[src/rtl/dsp_voice_scheduler.sv]
// Per-sample voice scheduler: runs N voice engines in turn, muxes the shared mult/div operands and emits a saturated mix.
// Optional per-voice timeout enabled by defining DSP_VOICE_SCHEDULER_TIMEOUT_EN.
module dsp_voice_scheduler #(
  parameter int unsigned N_VOICES       = 4,
  parameter int unsigned GAIN_SHIFT     = 2,
  parameter int unsigned TIMEOUT_CYCLES = 1023
) (
  input  logic                     clk,
  input  logic                     rst,
  input  logic                     sample_tick,
  output logic                     busy,
  output logic                     sample_valid,
  output logic signed [23:0]       sample_out,
  output logic                     overrun,
  output logic                     timeout_err,
  output logic [N_VOICES-1:0]      voice_start,
  input  logic [N_VOICES-1:0]      voice_finish,
  input  logic [24*N_VOICES-1:0]   voice_wave,
  input  logic [32*N_VOICES-1:0]   voice_mult_a,
  input  logic [32*N_VOICES-1:0]   voice_mult_b,
  input  logic [48*N_VOICES-1:0]   voice_div_n,
  input  logic [48*N_VOICES-1:0]   voice_div_d,
  output logic [31:0]              mult_a,
  output logic [31:0]              mult_b,
  output logic [47:0]              div_n,
  output logic [47:0]              div_d
);

  localparam int unsigned IDX_W = (N_VOICES > 1) ? $clog2(N_VOICES) : 1;
  localparam int unsigned ACC_W = 24 + $clog2(N_VOICES) + 1;
  localparam logic signed [ACC_W-1:0] SAT_MAX = ACC_W'(8388607);
  localparam logic signed [ACC_W-1:0] SAT_MIN = -(ACC_W'(8388608));

  typedef enum logic [1:0] {S_IDLE, S_RUN, S_GAP, S_OUT} state_t;

  state_t                  state;
  logic [IDX_W-1:0]        idx;
  logic signed [ACC_W-1:0] acc;
  logic signed [ACC_W-1:0] shifted;
  logic signed [23:0]      wave_sel;
  logic signed [23:0]      sat;
  logic                    last_voice;

  assign wave_sel   = voice_wave[24*int'(idx) +: 24];
  assign last_voice = (idx == IDX_W'(N_VOICES - 1));
  assign shifted    = acc >>> GAIN_SHIFT;
  assign sat        = (shifted > SAT_MAX) ? 24'sh7FFFFF :
                      (shifted < SAT_MIN) ? 24'sh800000 : shifted[23:0];

  // Shared-unit operands follow the selected voice only while it runs
  always_comb begin
    mult_a = '0;
    mult_b = '0;
    div_n  = '0;
    div_d  = '0;
    if (state == S_RUN) begin
      mult_a = voice_mult_a[32*int'(idx) +: 32];
      mult_b = voice_mult_b[32*int'(idx) +: 32];
      div_n  = voice_div_n[48*int'(idx) +: 48];
      div_d  = voice_div_d[48*int'(idx) +: 48];
    end
  end

`ifdef DSP_VOICE_SCHEDULER_TIMEOUT_EN
  localparam int unsigned TO_W = (TIMEOUT_CYCLES > 1) ? $clog2(TIMEOUT_CYCLES + 1) : 1;
  logic [TO_W-1:0] to_cnt;
`else
  logic unused_timeout;
  assign unused_timeout = ^TIMEOUT_CYCLES;
  assign timeout_err    = 1'b0;
`endif

  always_ff @(posedge clk or posedge rst) begin
    if (rst) begin
      state        <= S_IDLE;
      idx          <= '0;
      acc          <= '0;
      sample_out   <= '0;
      sample_valid <= 1'b0;
      overrun      <= 1'b0;
      busy         <= 1'b0;
      voice_start  <= '0;
`ifdef DSP_VOICE_SCHEDULER_TIMEOUT_EN
      timeout_err  <= 1'b0;
      to_cnt       <= '0;
`endif
    end else begin
      sample_valid <= 1'b0;
      if (sample_tick && (state != S_IDLE))
        overrun <= 1'b1;
      case (state)
        S_IDLE: begin
          if (sample_tick) begin
            acc         <= '0;
            idx         <= '0;
            state       <= S_RUN;
            busy        <= 1'b1;
            voice_start <= N_VOICES'(1);
`ifdef DSP_VOICE_SCHEDULER_TIMEOUT_EN
            to_cnt      <= '0;
`endif
          end
        end
        S_RUN: begin
          if (voice_finish[idx]) begin
            acc         <= acc + ACC_W'(wave_sel);
            state       <= S_GAP;
            voice_start <= '0;
          end
`ifdef DSP_VOICE_SCHEDULER_TIMEOUT_EN
          // A hung voice contributes nothing once its RUN budget is spent
          else if (to_cnt == TO_W'(TIMEOUT_CYCLES - 1)) begin
            timeout_err <= 1'b1;
            state       <= S_GAP;
            voice_start <= '0;
          end else begin
            to_cnt <= to_cnt + 1'b1;
          end
`endif
        end
        S_GAP: begin
          if (last_voice) begin
            state <= S_OUT;
          end else begin
            idx         <= idx + 1'b1;
            state       <= S_RUN;
            voice_start <= N_VOICES'(1) << (idx + 1'b1);
`ifdef DSP_VOICE_SCHEDULER_TIMEOUT_EN
            to_cnt      <= '0;
`endif
          end
        end
        S_OUT: begin
          sample_out   <= sat;
          sample_valid <= 1'b1;
          state        <= S_IDLE;
          busy         <= 1'b0;
        end
        default: state <= S_IDLE;
      endcase
    end
  end

endmodule
[config.mk]
export PLATFORM = sky130hd
export DESIGN_NAME = dsp_voice_scheduler
export DESIGN_NICKNAME = d
export VERILOG_FILES = /design/src/rtl/dsp_voice_scheduler.sv
export SDC_FILE = /design/constraint.sdc
export NUM_CORES = 1
export LEC_CHECK = 0
export CAP_MARGIN = 20
export CELL_PAD_IN_SITES_DETAIL_PLACEMENT = 0
export CELL_PAD_IN_SITES_GLOBAL_PLACEMENT = 1
export CORE_AREA = 2 2 366 368
export DETAILED_ROUTE_END_ITERATION = 8
export DIE_AREA = 0 0 368 370
export GPL_TIMING_DRIVEN = 1
export PLACE_DENSITY = 0.37
export SYNTH_ARGS = -nofsm -noshare
export SYNTH_HDL_FRONTEND = slang
export SYNTH_SLANG_ARGS = --single-unit
export TNS_END_PERCENT = 1
[constraint.sdc]
create_clock -name clk -period 5.45 [get_ports clk]
set_input_delay 0.545 -clock clk [delete_from_list [all_inputs] [get_ports clk]]
set_output_delay 0.545 -clock clk [all_outputs]
set_load 0.005 [all_outputs]
==> impl_metrics.ini <==
[cells_and_area]
fillers = 14830
final_cell_mix = clkdlybuf4s50_1 (933), mux4_2 (185), and2_1 (162), dfrtp_1 (60), o21ai_0 (43)
layout.cells.non_filler = 3521
drive_gt1_share_pct = 13.96
layout_commonest_cell = clkdlybuf4s50_1
area_delta_synth_final_pct = 123.8
fin_nets = 2508
postLayoutCoreUtil_pct = 16.08

[clock_network]
clock-sinks = 62
cts_inserted_buffers = 9
postCtsHoldBufs = 0
path_clk_slew_ps = 60
cts_resized = 0
cts_buffer_depth = 2
clockRootBuffer = clkbuf_16
post_cts_buffers = 0
h-tree-depth = 3
clock_latency_ps = 360
cts_tree = done

[synth]
syn_area_mm2 = 0.009515
synth_xor_area_share_pct = 1.289
ys_seq_area_share_pct = 16.31
avgSynthCellArea_um2 = 11.19
muxShareOfSynthArea_pct = 44.94
ys_ff_latch = 62
synth_top_family_by_area = multiplexers
yosysWarnings = 0
synth_cells = 850
synth_fp_nets = 1629
yosysUniqueCellTypes = 62
synthAdderAreaFrac_pct = 5.549
synth_compound_area_share_pct = 11.48
ys.flop_type = dfrtp_1
synth_edf_count = 0
synth-simple-area-share_pct = 15.73
async_reset_ff_share_pct = 100.0

[sta]
period_share_pct = 83.34
finalClockSkew_ps = 8.762
tns_ps = 0
slew_headroom_pct = 35.10
period_needed_ps = 4542
slew_violations = 0
fmax_mhz = 220.2
final-setup-viol-count = 0
rsz0062_at_grt = no
worstMarginPinSlew_ps = 973.4
hold_viol = 0

[run_status]
status = finished, final reports clean

[floorplanning]
io_pins = 935
dieArea_mm2 = 0.1362
design.core.area_mm2 = 0.1325
rows = 134
die_w_um = 368
start_util_pct = 7.184
die_h_um = 370

[placed_design]
io_buffers = 933
placed_cells = 3486
gp_congestion = 1.005
hpwl_um = 97880

[grt]
grt_pass1_vias = 12860
antenna_found_initial = 98
grt_overflow = 0
grt_usage_pct = 15.35
grt_pass1_wl_um = 137000
grt_max_degree = 80

[setup_path]
start_kind = flip-flop
crit_required_ps = 4910
worst-setup-path-type = flip-flop to output port
arrival_ps = 4000
worst-path-max-fanout = 48
crit_path_end_kind = output port

[routing]
drc = 0
via_count = 12100
antenna_left = 0
post_drt_wl_per_cell_um = 31.14
initialDrtViolationCount = 746
first_pass_iters = 4
drt-total-wl_um = 109700
via_per_inst = 3.436

[power_and_ir_drop]
p_leak_nw = 7.271
power_density_mw_per_mm2 = 363.8
totalPowerFinal_mw = 7.748
ir_worst_vdd_v = 0.0002323

[run]
max_cap_violations = 0

[worst_hold_path]
hp-class = flip-flop to flip-flop
-- cells by family (layout without fill, tap and decap cells) --
| logic type | Yosys count | after routing |
|---|---|---|
| simple gates | 262 | 262 |
| mux | 195 | 195 |
| compound gates | 161 | 161 |
| buf+inv | 112 | 996 |
| flops | 62 | 62 |
| fa+ha+maj | 43 | 43 |
| xor+xnor | 14 | 14 |
| other cells | 1 | 20 |
-- final timing paths --
kind / startpoint / depth (start not counted) / end / slack [ps]
worst max-delay path: idx[1] / 5 / mult_b[22] / 910
worst min-delay path: overrun / 1 / overrun / 480
worst max register to register: idx[1] / 10 / acc[24] / 1210
worst min register to register: overrun / 1 / overrun / 480
max in group asynchronous: rst / 3 / idx[0] / 3940
min in group asynchronous: rst / 3 / sample_out[5] / 770
-- metrics by stage --
step           area [um2]  setup slack, ps  hold slack [ps]
2_1_floorplan        9515             1378            451.0
3_3_place_gp        20950             1042            454.9
3_5_place_dp        20950             1066            477.1
4_1_cts             21250            882.6            490.1
5_1_grt             21260            843.7            494.7
6_report            21300            907.9            479.8
-- synth_stat cells (3+ instances only) --
cell type	number	area share (%)
clkbuf_1	53	2.1
nor2_1	17	0.67
maj3_1	7	0.74
and3_1	4	0.26
ha_1	35	4.6
nand2b_1	6	0.39
or3_1	5	0.33
a31oi_1	3	0.20
buf_2	16	0.84
nand4_1	5	0.33
nand2_1	41	1.6
buf_1	14	0.55
mux4_2	185	44
a21oi_1	32	1.7
inv_1	27	1.1
nor3_1	5	0.26
a22o_1	4	0.37
xor2_1	8	0.74
mux2_2	8	0.95
xnor2_1	6	0.55
dfrtp_1	62	16
and2_1	162	11
o211ai_1	18	1.4
a21boi_0	4	0.32
o31ai_1	7	0.55
a21o_1	20	1.6
o21ai_0	43	2.3
nand3_1	9	0.47
-- state kept, by name, summed over array words and instances, names as in the netlist --
signal        flops
acc              27
sample_out       24
voice_start       4
idx               2
state             2
busy              1
overrun           1
sample_valid      1
-- area by class of cell --
type / instances / area (um2) / share of cell area, %
Multi-Input combinational cell: 676 / 7540 / 35.41
Clock buffer: 10 / 239.0 / 1.122
Tap cell: 1768 / 2212 / 10.39
Sequential cell: 62 / 1559 / 7.321
Antenna cell: 19 / 47.55 / 0.2233
Inverter: 28 / 105.1 / 0.4935
Timing Repair Buffer: 952 / 9532 / 44.76
Clock inverter: 6 / 61.31 / 0.2879
-- per-layer routing --
metal	up-vias	global-route usage, %	routed length, um
li1	5124	-	-
met1	6123	17.25	41290
met2	685	27.97	56520
met3	147	5.845	10170
met4	18	2.002	1552
met5	-	0	111
-- critical path: stages (launching register included) --
cell and delay (ps):
dfrtp_4 860, buf_4 730, buf_4 670, mux4_2 410, and2_1 170, clkdlybuf4s50_1 650
-- power by group --
part	total (mW)	internal, mW	switching, mW
logic	6.32	3.24	3.08
clock network	0.608	0.365	0.243
registers	0.815	0.609	0.206
Note: power is estimated with default switching activity, not from simulation.
